`config.mk`:
```
export PLATFORM = sky130hd
export DESIGN_NAME = keccak_pi_sequencer_flat
export DESIGN_NICKNAME = d
export VERILOG_FILES = /design/src/rtl/keccak_pi_sequencer_pkg.sv /design/src/rtl/keccak_pi_sequencer_if.sv /design/src/rtl/keccak_pi_sequencer_rd_timeout_timer.sv /design/src/rtl/keccak_pi_sequencer.sv /design/src/flat_wrapper.sv
export SDC_FILE = /design/constraint.sdc
export NUM_CORES = 1
export LEC_CHECK = 0
export ABC_CLOCK_PERIOD_IN_PS = 4480
export BUFFER_PORTS_ARGS = -buffer_cell sky130_fd_sc_hd__buf_4
export CAP_MARGIN = 20
export CELL_PAD_IN_SITES_DETAIL_PLACEMENT = 1
export CELL_PAD_IN_SITES_GLOBAL_PLACEMENT = 1
export CORE_MARGIN = 8
export CORE_UTILIZATION = 44
export CTS_CLUSTER_DIAMETER = 150
export DETAILED_ROUTE_END_ITERATION = 10
export PLACE_DENSITY_LB_ADDON = 0.1
export SYNTH_ARGS = -nofsm -noshare
export SYNTH_HDL_FRONTEND = slang
export SYNTH_HIERARCHICAL = 1
export SYNTH_SLANG_ARGS = --single-unit
```
`constraint.sdc`:
```
create_clock -name clk -period 4.48 [get_ports clk]
set_input_delay 0.224 -clock clk [delete_from_list [all_inputs] [get_ports clk]]
set_output_delay 0.224 -clock clk [all_outputs]
set_load 0.01 [all_outputs]
```
`src/rtl/keccak_pi_sequencer_pkg.sv`:
```
// Shared constants and state encoding for the lane-permutation sequencer
// and the lane-map/converter chain fed by its lane counter.
package keccak_pi_sequencer_pkg;

  localparam int LANES          = 25;
  localparam int IDX_W          = 5;
  localparam int RD_TIMEOUT_DEF = 255;

  typedef logic [2:0] state_t;

  localparam state_t S_IDLE   = 3'd0;
  localparam state_t S_INIT   = 3'd1;
  localparam state_t S_READ   = 3'd2;
  localparam state_t S_LOAD   = 3'd3;
  localparam state_t S_WSETUP = 3'd4;
  localparam state_t S_WRITE  = 3'd5;
  localparam state_t S_DONE   = 3'd6;

  localparam logic [IDX_W-1:0] LAST_LANE = IDX_W'(LANES - 1);

  function automatic logic is_last_lane(input logic [IDX_W-1:0] idx);
    return idx == LAST_LANE;
  endfunction

endpackage

```
`src/rtl/keccak_pi_sequencer_if.sv`:
```
// Handshake bundle between the sequencer and the reader, memory handler,
// lane counter and file writer.
interface keccak_pi_sequencer_if;
  import keccak_pi_sequencer_pkg::*;

  logic             start;
  logic             abort;
  logic             rd_valid;
  logic             wr_ready;
  logic             read_data;
  logic             cnt_init;
  logic             cnt_en;
  logic             ldn;
  logic             write_to_file;
  logic [IDX_W-1:0] lane_idx;
  logic             busy;
  logic             done;
  logic             err;

  modport master (
    output start, abort, rd_valid, wr_ready,
    input  read_data, cnt_init, cnt_en, ldn, write_to_file, lane_idx, busy, done, err
  );

  modport slave (
    input  start, abort, rd_valid, wr_ready,
    output read_data, cnt_init, cnt_en, ldn, write_to_file, lane_idx, busy, done, err
  );

endinterface

```
`src/rtl/keccak_pi_sequencer_rd_timeout_timer.sv`:
```
// Counts consecutive cycles spent waiting for a lane from the reader;
// expired fires on the wait cycle that would bring the count to LIMIT.
module keccak_pi_sequencer_rd_timeout_timer #(
  parameter int LIMIT = 255
) (
  input  logic clk,
  input  logic rst,
  input  logic clear,
  input  logic inc,
  output logic expired
);

  localparam int CNT_W = $clog2(LIMIT + 1);
  localparam logic [CNT_W-1:0] TC = CNT_W'(LIMIT - 1);

  logic [CNT_W-1:0] cnt_q;

  assign expired = inc && (cnt_q == TC);

  always_ff @(posedge clk) begin
    if (!rst) begin
      cnt_q <= '0;
    end else if (clear) begin
      cnt_q <= '0;
    end else if (inc) begin
      cnt_q <= cnt_q + CNT_W'(1);
    end
  end

endmodule

```
`src/rtl/keccak_pi_sequencer.sv`:
```
// Sequences one lane-permutation pass: read and load 25 lanes at their
// permuted addresses, then stream all 25 permuted lanes to the file writer.
//
// state  | meaning
// IDLE   | waiting for start
// INIT   | clear lane counter
// READ   | request lane from reader, wait for rd_valid (timed)
// LOAD   | memory handler stores lane at converted address
// WSETUP | counter/mapping settle before streaming out
// WRITE  | present lane to file writer, advance on wr_ready
// DONE   | one-cycle completion pulse
module keccak_pi_sequencer
  import keccak_pi_sequencer_pkg::*;
#(
  parameter int RD_TIMEOUT = RD_TIMEOUT_DEF
) (
  input logic                  clk,
  input logic                  rst,
  keccak_pi_sequencer_if.slave sq
);

  state_t           state_q, state_d;
  logic [IDX_W-1:0] lane_q;
  logic             err_q;
  logic             wait_rd;
  logic             expired;
  logic             lane_init;
  logic             lane_step;
  logic             err_set;
  logic             err_clr;

  assign wait_rd = (state_q == S_READ) && !sq.rd_valid;

  keccak_pi_sequencer_rd_timeout_timer #(
    .LIMIT (RD_TIMEOUT)
  ) u_rd_timeout_timer (
    .clk     (clk),
    .rst     (rst),
    .clear   (!wait_rd),
    .inc     (wait_rd),
    .expired (expired)
  );

  // Counter strobes are decoded alongside the lane_idx update so the
  // external lane counter and lane_idx never disagree.
  always_comb begin
    state_d   = state_q;
    lane_init = 1'b0;
    lane_step = 1'b0;
    err_set   = 1'b0;
    err_clr   = 1'b0;
    if (sq.abort && (state_q != S_IDLE)) begin
      state_d = S_IDLE;
    end else begin
      case (state_q)
        S_IDLE: begin
          if (sq.start) begin
            state_d = S_INIT;
            err_clr = 1'b1;
          end
        end
        S_INIT: begin
          lane_init = 1'b1;
          state_d   = S_READ;
        end
        S_READ: begin
          if (sq.rd_valid) begin
            state_d = S_LOAD;
          end else if (expired) begin
            state_d = S_IDLE;
            err_set = 1'b1;
          end
        end
        S_LOAD: begin
          if (is_last_lane(lane_q)) begin
            lane_init = 1'b1;
            state_d   = S_WSETUP;
          end else begin
            lane_step = 1'b1;
            state_d   = S_READ;
          end
        end
        S_WSETUP: state_d = S_WRITE;
        S_WRITE: begin
          if (sq.wr_ready) begin
            if (is_last_lane(lane_q)) begin
              state_d = S_DONE;
            end else begin
              lane_step = 1'b1;
            end
          end
        end
        S_DONE:  state_d = S_IDLE;
        default: state_d = S_IDLE;
      endcase
    end
  end

  always_ff @(posedge clk) begin
    if (!rst) begin
      state_q <= S_IDLE;
      lane_q  <= '0;
      err_q   <= 1'b0;
    end else begin
      state_q <= state_d;
      if (lane_init) begin
        lane_q <= '0;
      end else if (lane_step) begin
        lane_q <= lane_q + IDX_W'(1);
      end
      if (err_clr) begin
        err_q <= 1'b0;
      end else if (err_set) begin
        err_q <= 1'b1;
      end
    end
  end

  assign sq.read_data     = (state_q == S_READ);
  assign sq.ldn           = (state_q == S_LOAD);
  assign sq.write_to_file = (state_q == S_WRITE);
  assign sq.done          = (state_q == S_DONE);
  assign sq.busy          = (state_q != S_IDLE);
  assign sq.cnt_init      = lane_init;
  assign sq.cnt_en        = lane_step;
  assign sq.lane_idx      = lane_q;
  assign sq.err           = err_q;

endmodule

```
`src/flat_wrapper.sv`:
```
// flat-port wrapper written by rule: the top's interface ports become plain ports
module keccak_pi_sequencer_flat import keccak_pi_sequencer_pkg::*;
#(
  parameter int RD_TIMEOUT = RD_TIMEOUT_DEF
)
  (clk, rst, sq_start, sq_abort, sq_rd_valid, sq_wr_ready, sq_read_data, sq_cnt_init, sq_cnt_en, sq_ldn, sq_write_to_file, sq_lane_idx, sq_busy, sq_done, sq_err);
  keccak_pi_sequencer_if sq_i ();
  input logic clk;
  input logic rst;
  input wire logic [$bits(sq_i.start)-1:0] sq_start;
  input wire logic [$bits(sq_i.abort)-1:0] sq_abort;
  input wire logic [$bits(sq_i.rd_valid)-1:0] sq_rd_valid;
  input wire logic [$bits(sq_i.wr_ready)-1:0] sq_wr_ready;
  output wire logic [$bits(sq_i.read_data)-1:0] sq_read_data;
  output wire logic [$bits(sq_i.cnt_init)-1:0] sq_cnt_init;
  output wire logic [$bits(sq_i.cnt_en)-1:0] sq_cnt_en;
  output wire logic [$bits(sq_i.ldn)-1:0] sq_ldn;
  output wire logic [$bits(sq_i.write_to_file)-1:0] sq_write_to_file;
  output wire logic [$bits(sq_i.lane_idx)-1:0] sq_lane_idx;
  output wire logic [$bits(sq_i.busy)-1:0] sq_busy;
  output wire logic [$bits(sq_i.done)-1:0] sq_done;
  output wire logic [$bits(sq_i.err)-1:0] sq_err;
  assign sq_i.start = sq_start;
  assign sq_i.abort = sq_abort;
  assign sq_i.rd_valid = sq_rd_valid;
  assign sq_i.wr_ready = sq_wr_ready;
  assign sq_read_data = sq_i.read_data;
  assign sq_cnt_init = sq_i.cnt_init;
  assign sq_cnt_en = sq_i.cnt_en;
  assign sq_ldn = sq_i.ldn;
  assign sq_write_to_file = sq_i.write_to_file;
  assign sq_lane_idx = sq_i.lane_idx;
  assign sq_busy = sq_i.busy;
  assign sq_done = sq_i.done;
  assign sq_err = sq_i.err;
  keccak_pi_sequencer #(.RD_TIMEOUT(RD_TIMEOUT)) u_core (.clk(clk), .rst(rst), .sq(sq_i));
endmodule
```
# == Yosys cells after proc, flatten, opt, wreduce, memory -nomap -nowiden ==
# Index checks and enable logic that the tools add are counted.
# totals
reg_bits,17
latch_bits,0
ram_bits,0
rom_bits,0
inputBits,6
output_inout_bits,13
wordCells,51
mem_count,0
# classes
addsub,2
n_mul,0
div_mod_pow,0
order_cmp,0
n_eq_ne,12
shifts,0
mux,21
bitwise,1
reduce_logical,11
# op_table
operator,n
$mux W3,6
$pmux W3 S6,1
$mux W1,12
$eq A3 B3 Y1 const B,3
$add A8 B1 Y8 const B,1
$eq A8 B8 Y1 const B,1
$eq A3 B2 Y1 const B,2
$reduce_or A2 Y1,3
$add A5 B1 Y5 const B,1
$eq A5 B5 Y1 const B,1
$ne A2 B2 Y1 const B,2
$pmux W1 S2,2
$reduce_and A4 Y1,1
$eq A3 B1 Y1 const B,1
$logic_and A1 B1 Y1,3
$logic_not A3 Y1,1
$ne A3 B2 Y1 const B,1
$reduce_bool A3 Y1,1
$ne A2 B1 Y1 const B,1
$reduce_and A2 Y1,1
$logic_not A1 Y1,1
$not A1 Y1,1

# == Depth between registers and ports, before layout ==
# Gate-level depths: netlist of run 1.
# logic_depth
ltp_word,7
ltp_mapped,9
depth_no_buf,8

# == Cells and area by module ==
# The synthesis of run 1 kept the hierarchy.
# by_module_without_submodules
module,instances,cells_per_inst,area_each_um2,seq_area_each_um2
keccak_pi_sequencer,1,73,680.7,180.2
keccak_pi_sequencer_rd_timeout_timer,1,42,369.1,160.2

# == Worst setup path before layout of run 1 ==
# OpenSTA, ideal clock, no wires.
# synth_path
path_type,register to register
start,register u_core.state_q[1]
end,register u_core.state_q[1]
setup_time_ps,129
arrival_time_ps,1745
t_required_ps,4351
slack_ps,2606
stages_incl_launch_ff,10
path_buffers,2
cell_sequence,dfxtp_1 buf_6 nor4b_1 buf_4 nand4_1 nor2_1 nor3b_1 o21ai_0 o221a_2 a2111oi_2
# synth_via
elab_chain_len,5
word_cells_on_any_way,17
cone_classes,eq/ne (9); mux (1); reduce/logical (7)
# synth_lines
element,line,source
from (decl),keccak_pi_sequencer.sv:22,"state_t state_q, state_d;"
from (signal assigned),keccak_pi_sequencer.sv:105,state_q <= state_d;
$eq A3 B2 Y1,keccak_pi_sequencer.sv:32,assign wait_rd = (state_q == S_READ) && !sq.rd_valid;
$logic_and A1 B1 Y1,keccak_pi_sequencer.sv:32,
named net u_core.wait_rd,keccak_pi_sequencer.sv:25,logic wait_rd;
$logic_and A1 B1 Y1,keccak_pi_sequencer_rd_timeout_timer.sv:18,assign expired = inc && (cnt_q == TC);
named net u_core.expired,keccak_pi_sequencer.sv:26,logic expired;
$ne A3 B2 Y1 (no source line),--,
$reduce_and A4 Y1 (no source line),--,
# The timed path passes the listed nets, and every way through them passes these cells.
# A chain may end at the register's enable or synchronous reset.

# == Final worst setup path of run 1 ==
# Ends and elaborated chain as after synthesis.

==> flow_metrics.env, run 1 <==
export IMPL_vias=856
export IMPL_drtIter0Drc=25
export IMPL_ys_types=36
export IMPL_critPathMaxFanout=15
export IMPL_totalWireLength_um=2340
export IMPL_hold_viol=0
export IMPL_synth_area_um2=1050
export IMPL_clock_power_share_pct=23.3
export IMPL_cp_end_kind="register"
export IMPL_seqPwrFrac_pct=49.5
export IMPL_fp_dieW_um=64.8
export IMPL_layout_nets=144
export IMPL_clockBufferDepth=2
export IMPL_grt_pass1_vias=909
export IMPL_cts_resized=0
export IMPL_syn_inst=115
export IMPL_die_height_um=64.8
export IMPL_drv_cap=0
export IMPL_worstHoldStart="sq_abort"
export IMPL_power_switching_w=0.000114
export IMPL_drive_above_1_share_pct=24.1
export IMPL_slew_headroom_pct=71.3
export IMPL_rows=17
export IMPL_vias_per_cell=5.32
export IMPL_p_int_w=0.000239
export IMPL_fmax_mhz=496
export IMPL_avgRoutedWirePerCell_um=14.5
export IMPL_seqCellArea_um2=340
export IMPL_min_path_cells=2
export IMPL_core_area_um2=2230
export IMPL_cts_buffers=3
export IMPL_pre_cts_ws_ps=2510
export IMPL_cts_clk_slew_worst_paths_ps=100
export IMPL_r2r_cells=8
export IMPL_rsz0062_at_grt="no"
export IMPL_powerDensity_nw_per_um2=292
export IMPL_grt_antenna_before_repair=0
export IMPL_timing_final_ws_setup_ps=2460
export IMPL_clock_sinks=17
export IMPL_power_frac_comb_pct=27.2
export IMPL_ys_seq_area_share_pct=32.4
export IMPL_startpoint_type="register"
export IMPL_grt_max_degree=16
export IMPL_fin_crit_sh_pct=45.0
export IMPL_worstSkewPairLatency_ps=290
export IMPL_hp_class="primary input to register"
export IMPL_fin_crit_ps=2020
export IMPL_ir_drop_mv=0.134
export IMPL_initial_core_util_pct=47.0
export IMPL_yosys_warnings=6
export IMPL_tightest_slew_ps=429
export IMPL_drc=0
export IMPL_detail_route_antenna_nets=0
export IMPL_reg2reg_from="u_core/state_q[1]"
export IMPL_dp_cells=157
export IMPL_worst_endpoint_arrival_ps=2200
export IMPL_layout_cells_non_filler=161
export IMPL_whs_ps=176
export IMPL_finClkSkew_ps=3.19
export IMPL_grt_pass1_wl_um=4040
export IMPL_gr_total_overflow=0
export IMPL_first_pass_iters=4
export IMPL_leakage_nw=0.471
export IMPL_required_ps=4660
export IMPL_multi_input_area_um2=634
export IMPL_grtUsageTotal_pct=11.8
export IMPL_setup_violations=0
export IMPL_cts_hold_buf=0
export IMPL_io_buffers=18
export IMPL_die_area_um2=4200
export IMPL_path_class="register to register"
export IMPL_final_core_util_pct=54.2
export IMPL_avgSynthCellArea_um2=9.13
export IMPL_area_delta_synth_final_pct=15.3
export IMPL_cts_htree_levels=1
export IMPL_gp_congestion=0.780
export IMPL_p_sw_share_pct=32.3
export IMPL_reg2reg_to="u_core/state_q[1]"
export IMPL_fin_tns_setup_ps=0
export IMPL_r2r_slack_ps=2460
export IMPL_cts_tree="built"
export IMPL_fillCellCount=274
export IMPL_ys_ff_latch=17
export IMPL_post_dp_hpwl_um=1870
export IMPL_n_antenna_cell=0
export IMPL_ios=19
export IMPL_worstHoldEndpoint="u_core/state_q[2]"
export IMPL_status="completed"
export IMPL_clock_root_buffer="clkbuf_4"
export IMPL_drv_slew=0
export IMPL_synth_nets=125
export IMPL_post_cts_setup_buffers=0
## final cells by class
cell class	count	area share [%]
clock buffer	3	1.86
multi-input combinational	85	52.4
tap	28	2.90
sequential	17	28.1
timing repair buffer	19	11.8
inverter	8	2.48
clock inverter	1	0.414
## cells in the mapped netlist
cell type  number  area, µm²
nand4_1         3       18.8
nand4_2         1       12.5
clkbuf_1        1       3.75
and4b_1         1       10.0
a211oi_4        1       20.0
or3_4           1       11.3
and2b_1         1       7.51
nand4b_1        1       8.76
buf_4           1       7.51
nand2_1         6       22.5
a211oi_1        3       22.5
mux2i_1         1       10.0
o221a_2         1       11.3
a21oi_1         7       35.0
nand4b_4        1       23.8
xnor2_1         5       43.8
and3b_1         1       8.76
a2111oi_2       1       15.0
nand3b_2        1       11.3
o21ai_0         5       25.0
nor4b_1         1       8.76
buf_6           3       33.8
nand2b_1        5       31.3
a31oi_1         1       6.26
nor2_1         15       56.3
a2111oi_4       2       55.1
and3_1          1       6.26
or3_1           3       18.8
and2_1          2       12.5
nor3b_1         3       22.5
xor2_1          3       26.3
dfxtp_1        17        340
nand3_1         3       15.0
ha_1            4       50.1
nand3b_1        1       7.51
inv_1           8       30.0
## registers in the layout, summed over array words and instances, names as in the netlist
signal and flops:
u_core/state_q 3, u_core/u_rd_timeout_timer/cnt_q 8, u_core/sq.err 1, u_core/sq.lane_idx 5
## layout by cell type, fill, tap and decap left out, types with 4 or more instances in the layout
master and instances:
buf_4 19, o21ai_0 5, a21oi_1 7, inv_1 8, nand2_1 6, ha_1 4, nand2b_1 5, nor2_1 15
dfxtp_1 17, xnor2_1 5
## metrics by stage
step,cell area (µm²),total power (W)
2_1_floorplan,1050,0.000251
5_1_grt,1210,0.000380
6_report,1210,0.000353
3_5_place_dp,1180,0.000275
3_3_place_gp,1180,0.000272
4_1_cts,1210,0.000360
## layer usage
layer  up-vias  track usage [%]  share of wire, %
met5         -                0                 0
met4         0             4.90              0.60
met3         2             3.78               5.6
met2        11             21.7                53
met1       406             11.9                41
li1        437                -                 -
## critical path, stage by stage (launching register included)
cell	delay [ps]
dfxtp_1	590
nor4b_1	290
buf_4	220
nand4_1	100
nor2_1	170
nor3b_1	70
o21ai_0	200
o221a_2	230
a2111oi_2	40
## how the worst max path moves through the flow
stage / start / to
2_1_floorplan: u_core/state_q[1] / u_core/state_q[1]
3_3_place_gp: u_core/state_q[1] / u_core/state_q[1]
3_5_place_dp: u_core/state_q[1] / u_core/state_q[1]
4_1_cts: u_core/state_q[1] / u_core/state_q[1]
5_1_grt: u_core/state_q[1] / u_core/state_q[1]
6_report: u_core/state_q[1] / u_core/state_q[1]
## power by group through the flow
stage / logic [W] / clock network (W) / registers [W]
3_5_place_dp: 0.0000974 / 0 / 0.000178
6_report: 0.0000960 / 0.0000824 / 0.000175
3_3_place_gp: 0.0000952 / 0 / 0.000177
2_1_floorplan: 0.0000862 / 0 / 0.000165
4_1_cts: 0.0000977 / 0.0000878 / 0.000175
5_1_grt: 0.000106 / 0.0000964 / 0.000177
## cell families (layout without fill, tap and decap cells)
family | Yosys count | count (layout) | share of synthesized area (%)
compound gates | 21 | 21 | 18.1
simple gates | 51 | 51 | 29.9
fa+ha+maj | 4 | 4 | 4.77
mux | 1 | 1 | 0.954
xor+xnor | 8 | 8 | 6.67
buf+inv | 13 | 31 | 7.15
flops | 17 | 17 | 32.4
Power figures use the tool's default switching activity.
==> run 2: changes to the inputs <==
Settings changed: ABC_AREA from default to 1, ABC_CLOCK_PERIOD_IN_PS 4480 to 1700, CORE_UTILIZATION 44 to 34.
Clock period 4.48 ns to 1.7 ns, I/O delays scaled along.
==> run 2 against run 1 <==
  * Non-clock buffer count is 8 higher
  * Via count rose by 20%
  * Clock power grew to 2.8 times the previous value
  * Total power increased to 4.0 times the previous value
  * Worst setup slack got worse by 2400 ps
  * Die area grew 19%
  * Sequential power grew to 2.7 times the previous value
  * Wire length up 13%
  * Critical endpoint is now sq_cnt_en
  * Largest cell class unchanged
==> flow_metrics.env, run 2 <==
export IMPL_startpoint_type="register"
export IMPL_cts_buffers=3
export IMPL_worstSkewPairLatency_ps=300
export IMPL_final_common_cell="nand2_1"
export IMPL_fin_crit_ps=1610
export IMPL_reg2reg_from="u_core/state_q[1]"
export IMPL_synth_simple_area_share_pct=43.3
export IMPL_p_sw_share_pct=42.8
export IMPL_die_height_um=70.7
export IMPL_fp_dieW_um=70.7
export IMPL_drc=0
export IMPL_die_area_um2=4990
export IMPL_hold_viol=0
export IMPL_synth_common_cells="30 x nand2_1, 21 x nor2_1, 17 x dfxtp_1"
export IMPL_clock_root_buffer="clkbuf_4"
export IMPL_synth_edf_count=0
export IMPL_synthTopCellsByArea="dfxtp_1 33%, nand2_1 11%, nor2_1 7.8%, nand3_1 5.9%, inv_1 5.9%"
export IMPL_worst_endpoint_arrival_ps=1530
export IMPL_avgSynthCellArea_um2=6.91
export IMPL_synth_compound_area_share_pct=7.76
export IMPL_drive_above_1_share_pct=36.0
export IMPL_p_int_w=0.000816
export IMPL_synth_xor_area_share_pct=2.59
export IMPL_powerDensity_nw_per_um2=1060
export IMPL_min_path_cells=3
export IMPL_slew_headroom_pct=82.8
export IMPL_synth_area_um2=1020
export IMPL_leakage_nw=0.573
export IMPL_largest_register_ff_count=8
export IMPL_grt_pass1_vias=1056
export IMPL_critPathSlowestCell="dfxtp_4"
export IMPL_initial_core_util_pct=34.4
export IMPL_fmax_mhz=621
export IMPL_grtUsageTotal_pct=11.1
export IMPL_avgRoutedWirePerCell_um=12.6
export IMPL_cts_clk_slew_worst_paths_ps=110
export IMPL_synth_nets=157
export IMPL_rows=20
export IMPL_totalWireLength_um=2650
export IMPL_synth_top_area_share_pct=33.5
export IMPL_seqPwrFrac_pct=32.6
export IMPL_ys_ff_latch=17
export IMPL_clock_sinks=17
export IMPL_critPathMaxFanout=6
export IMPL_ir_drop_mv=0.417
export IMPL_detail_route_antenna_nets=0
export IMPL_ys_types=23
export IMPL_async_reset_ff_share_pct=0
export IMPL_final_core_util_pct=45.7
export IMPL_synth_top_family_by_area="simple AND/OR/NAND/NOR gates"
export IMPL_gr_total_overflow=0
export IMPL_clockBufferDepth=2
export IMPL_final_cell_mix="28 x nand2_1, 27 x buf_4, 19 x nor2_1"
export IMPL_regMostFlops="u_core/u_rd_timeout_timer/cnt_q"
export IMPL_core_area_um2=2950
export IMPL_cts_tree="built"
export IMPL_vias=1031
export IMPL_clock_power_share_pct=16.3
export IMPL_vias_per_cell=4.89
export IMPL_synth_ff_type="dfxtp_1"
export IMPL_first_pass_iters=4
export IMPL_yosys_warnings=6
export IMPL_yosys_area_share_adder_pct=4.93
export IMPL_required_ps=1620
export IMPL_area_delta_synth_final_pct=32.8
export IMPL_grt_max_degree=11
export IMPL_power_frac_comb_pct=51.2
export IMPL_multi_input_area_um2=647
export IMPL_fin_crit_sh_pct=94.7
export IMPL_pre_cts_ws_ps=-11.0
export IMPL_power_switching_w=0.000611
export IMPL_n_antenna_cell=0
export IMPL_layout_nets=189
export IMPL_grt_pass1_wl_um=4620
export IMPL_status="completed"
export IMPL_rsz0062_at_grt="yes"
export IMPL_syn_inst=147
export IMPL_timing_final_ws_setup_ps=89.5
export IMPL_seqCellArea_um2=349
export IMPL_drv_slew=0
export IMPL_finClkSkew_ps=3.39
export IMPL_ios=19
export IMPL_r2r_cells=13
export IMPL_post_dp_hpwl_um=2070
export IMPL_gp_congestion=0.722
export IMPL_cts_hold_buf=0
export IMPL_setup_violations=0
export IMPL_cp_cell_sequence="inv_1, ha_2, nand4_4, nand3_2, nand2_4, nand2_4, inv_4, buf_4"
export IMPL_drtIter0Drc=15
export IMPL_synth_mux_area_fraction_pct=0
export IMPL_worstHoldStart="rst"
export IMPL_drv_cap=0
export IMPL_synth_top_cell_by_area="dfxtp_1"
export IMPL_cts_htree_levels=1
export IMPL_io_buffers=18
export IMPL_r2r_slack_ps=160
export IMPL_fillCellCount=389
export IMPL_tightest_slew_ps=258
export IMPL_hp_class="primary input to register"
export IMPL_cp_end_kind="primary output"
export IMPL_critPathMostFrequentCell="nand2_4"
export IMPL_path_class="register to primary output"
export IMPL_worst_path_largest_cell_delay_ps=380
export IMPL_reg2reg_to="u_core/state_q[1]"
export IMPL_ys_seq_area_share_pct=33.5
export IMPL_worstHoldEndpoint="u_core/state_q[2]"
export IMPL_synth_most_common_cell="nand2_1"
export IMPL_grt_antenna_before_repair=0
## run 2: cell count changes after synthesis, sizes merged, moves of 4 or more
cell / before / now
buf: 4 / 0
nand3: 3 / 14
nand2b: 5 / 0
a211oi: 4 / 0
inv: 8 / 19
nor2: 15 / 29
or3: 4 / 0
nand2: 6 / 37
## run 2: layout make-up
type	instances	share of cell area [%]
clock buffers	3	1.67
clock inverters	1	0.371
inverters	21	6.03
multi-input cells	109	48.0
flip-flops and latches	17	25.9
well taps	33	3.06
repair buffers	27	15.0
## run 2: power by group through the flow
stage,sequential (W),combinational [W],clock [W]
2_1_floorplan,0.000486,0.000396,0
3_3_place_gp,0.000462,0.000640,0
5_1_grt,0.000468,0.000808,0.000260
6_report,0.000464,0.000730,0.000232
3_5_place_dp,0.000463,0.000658,0
4_1_cts,0.000455,0.000671,0.000247
## run 2: worst max-delay path by stage
| stage | start | endpoint | slack, ps | depth (start not counted) |
|---|---|---|---|---|
| final | u_core/sq.lane_idx[0] | sq_cnt_en | 90 | 8 |
| after global routing | u_core/state_q[1] | u_core/state_q[1] | -3 | 13 |
| after CTS | u_core/sq.lane_idx[1] | sq_cnt_en | -30 | 8 |
| after detailed placement | u_core/state_q[1] | u_core/state_q[1] | -10 | 13 |
| after global placement | u_core/state_q[1] | u_core/state_q[1] | 60 | 13 |
| after floorplan | u_core/state_q[1] | u_core/state_q[1] | 50 | 13 |
## run 2: cell families (layout without fill, tap and decap cells)
| kind of cell | count (synthesis) | after routing |
|---|---|---|
| XOR/XNOR | 3 | 3 |
| AO/OA/AOI/OAI | 15 | 15 |
| adder cells (fa/ha/maj) | 4 | 4 |
| buffers and inverters | 21 | 52 |
| flip-flops | 17 | 17 |
| AND/OR/NAND/NOR | 87 | 87 |
## run 2: worst max-delay path, delay by kind of cell, from the launching register on
family | cells | cell delay [ps]
adder cells (fa/ha/maj) | 1 | 190
buffers and inverters | 3 | 230
AND/OR/NAND/NOR | 4 | 430
flip-flops | 1 | 380
## run 2: per-layer routing
| metal | GRT usage (%) | up-vias | part of all wire (%) |
|---|---|---|---|
| met5 | 0 | - | 0 |
| met4 | 4.85 | 0 | 1.1 |
| met3 | 2.26 | 4 | 3.1 |
| met2 | 20.7 | 10 | 52 |
| met1 | 11.6 | 486 | 44 |
| li1 | - | 531 | - |
## run 2: timing repair
action                     CTS  global route
pin swaps                    0             5
gates resized for setup      5            12
setup buffers                0             5
setup endpoints to repair    4             4
## run 2: stage by stage
step | power, W | hold WS [ps] | cell area (µm²) | setup TNS, ps | instances
floorplan | 0.000883 | 227 | 1020 | 0 | 147
global placement | 0.00110 | 396 | 1230 | 0 | 202
detailed placement | 0.00112 | 401 | 1230 | -11.0 | 202
CTS | 0.00137 | 69.2 | 1270 | -25.3 | 206
global route | 0.00154 | 76.3 | 1350 | -2.91 | 211
finish | 0.00143 | 76.0 | 1350 | 0 | 211
==> run 3: changes to the inputs <==
Settings changed: ABC_AREA 1 to 0, CORE_UTILIZATION 34 to 37.
==> run 3 against run 2 <==
  * Clock power down 5%
  * Die area shrank 3.9%
  * Sequential cell count unchanged
  * Worst setup slack improved by 25 ps
  * Register-to-register slack got worse by 30 ps
  * Clock skew is 1.4 ps higher
  * Maximum frequency grew 1.6%
  * First-iteration DRC count rose to 2.5 times the previous value
  * Largest cell class unchanged
  * Largest power group is now registers
  * Highest routed layer unchanged
==> flow_metrics.env, run 3 (synthesized netlist as in run 1, its figures left out) <==
export IMPL_status="completed"
export IMPL_n_antenna_cell=0
export IMPL_power_switching_w=0.000319
export IMPL_critPathSlowestCell="dfxtp_2"
export IMPL_top_layer="met4"
export IMPL_gp_congestion=0.749
export IMPL_finClkSkew_ps=4.81
export IMPL_grt_max_degree=15
export IMPL_hold_viol=0
export IMPL_drive_above_1_share_pct=31.0
export IMPL_clock_sinks=17
export IMPL_rsz0062_at_grt="no"
export IMPL_reg2reg_to="u_core/state_q[1]"
export IMPL_grt_pass1_wl_um=4540
export IMPL_fp_dieW_um=69.3
export IMPL_cp_cell_sequence="inv_1, ha_1, and4b_2, a211oi_4, buf_4"
export IMPL_post_dp_hpwl_um=2040
export IMPL_rows=19
export IMPL_final_common_cell="buf_4"
export IMPL_worst_path_buf_inv=2
export IMPL_fin_tns_setup_ps=0
export IMPL_fin_crit_ps=1590
export IMPL_fmax_mhz=631
export IMPL_regMostFlops="u_core/u_rd_timeout_timer/cnt_q"
export IMPL_dpl_cell_area_um2=1250
export IMPL_cts_clk_slew_worst_paths_ps=110
export IMPL_cts_htree_levels=1
export IMPL_cts_buffers=3
export IMPL_drv_slew=0
export IMPL_clock_power_share_pct=22.5
export IMPL_ios=19
export IMPL_drt_met1_wl_um=1100
export IMPL_worstHoldEndpoint="u_core/state_q[2]"
export IMPL_worstHoldStart="sq_abort"
export IMPL_io_buffers=18
export IMPL_ir_drop_mv=0.471
export IMPL_die_area_um2=4800
export IMPL_first_pass_iters=2
export IMPL_drtIter0Drc=38
export IMPL_final_cell_mix="28 x buf_4, 16 x dfxtp_1, 15 x nor2_1"
export IMPL_slew_headroom_pct=78.5
export IMPL_grt_pass1_vias=991
export IMPL_timing_final_ws_setup_ps=115
export IMPL_grt_antenna_before_repair=0
export IMPL_path_class="register to primary output"
export IMPL_clock_root_buffer="clkbuf_4"
export IMPL_grtUsageTotal_pct=11.0
export IMPL_tightest_slew_ps=323
export IMPL_startpoint_type="register"
export IMPL_layout_nets=153
export IMPL_layout_cells_non_filler=173
export IMPL_vias_per_cell=5.34
export IMPL_die_height_um=69.3
export IMPL_wl_met3_um=75
export IMPL_area_delta_synth_final_pct=24.1
export IMPL_reg2reg_from="u_core/state_q[2]"
export IMPL_required_ps=1620
export IMPL_p_sw_share_pct=32.6
export IMPL_vias=923
export IMPL_cp_end_kind="primary output"
export IMPL_powerDensity_nw_per_um2=753
export IMPL_power_frac_comb_pct=34.0
export IMPL_avgRoutedWirePerCell_um=14.6
export IMPL_initial_core_util_pct=38.4
export IMPL_cts_hold_buf=0
export IMPL_hp_class="primary input to register"
export IMPL_r2r_cells=5
export IMPL_gr_total_overflow=0
export IMPL_final_core_util_pct=47.6
export IMPL_cp_top_family="flip-flops"
export IMPL_worstSkewPairLatency_ps=290
export IMPL_drc=0
export IMPL_r2r_slack_ps=130
export IMPL_dp_cells=166
export IMPL_clockBufferDepth=2
export IMPL_setup_violations=0
export IMPL_core_area_um2=2730
export IMPL_p_int_w=0.000661
export IMPL_worst_endpoint_arrival_ps=1500
export IMPL_drv_cap=0
export IMPL_pre_cts_ws_ps=41.6
export IMPL_detail_route_antenna_nets=0
export IMPL_cts_tree="built"
export IMPL_fin_crit_sh_pct=93.2
export IMPL_min_path_cells=2
export IMPL_stdcell_area_um2=1300
export IMPL_worst_path_largest_cell_delay_ps=370
export IMPL_totalWireLength_um=2530
export IMPL_seqPwrFrac_pct=43.5
export IMPL_leakage_nw=0.521
export IMPL_wl_met2_um=1330
export IMPL_largest_register_ff_count=8
export IMPL_critPathMaxFanout=5
## run 3: area by class of cell
| type | count | area [µm²] |
|---|---|---|
| Fill cell | 331 | 1430 |
| Clock buffer | 4 | 26.3 |
| Tap cell | 31 | 38.8 |
| Multi-Input combinational cell | 85 | 656 |
| Inverter | 8 | 30.0 |
| Sequential cell | 17 | 342 |
| Timing Repair Buffer | 28 | 210 |
## run 3: metrics by stage
| step | hold WS (ps) | total power (W) |
|---|---|---|
| floorplan | 161 | 0.000673 |
| global placement | 354 | 0.000757 |
| detailed placement | 353 | 0.000765 |
| CTS | 33.2 | 0.000995 |
| global route | 34.3 | 0.00105 |
| finish | 45.2 | 0.000981 |
## run 3: power by group through the flow
stage          Sequential, W  Clock [W]  Combinational (W)
2_1_floorplan       0.000435          0           0.000237
3_3_place_gp        0.000435          0           0.000322
3_5_place_dp        0.000436          0           0.000329
4_1_cts             0.000427   0.000234           0.000335
5_1_grt             0.000429   0.000253           0.000366
6_report            0.000426   0.000221           0.000334
## run 3: how the worst max path moves through the flow
stage | start | to | depth (start not counted)
final | u_core/sq.lane_idx[1] | sq_cnt_en | 5
after global placement | u_core/sq.lane_idx[1] | u_core/sq.lane_idx[1] | 6
after detailed placement | u_core/sq.lane_idx[1] | u_core/sq.lane_idx[1] | 6
after floorplan | u_core/state_q[2] | u_core/state_q[1] | 9
after global routing | u_core/sq.lane_idx[1] | sq_cnt_init | 5
after CTS | u_core/sq.lane_idx[1] | sq_cnt_en | 5
## run 3: per-layer routing
layer	track usage, %	up-vias
li1	-	458
met1	11.7	454
met2	20.4	9
met3	2.72	2
met4	3.42	0
met5	0	-
## run 3: repair_timing
| item | 4_1_cts | 5_1_grt |
|---|---|---|
| endpoints found under the setup margin | 2 | 5 |
| resized for setup | 1 | 3 |
| pin swaps | 1 | 0 |
| setup buffers | 1 | 2 |
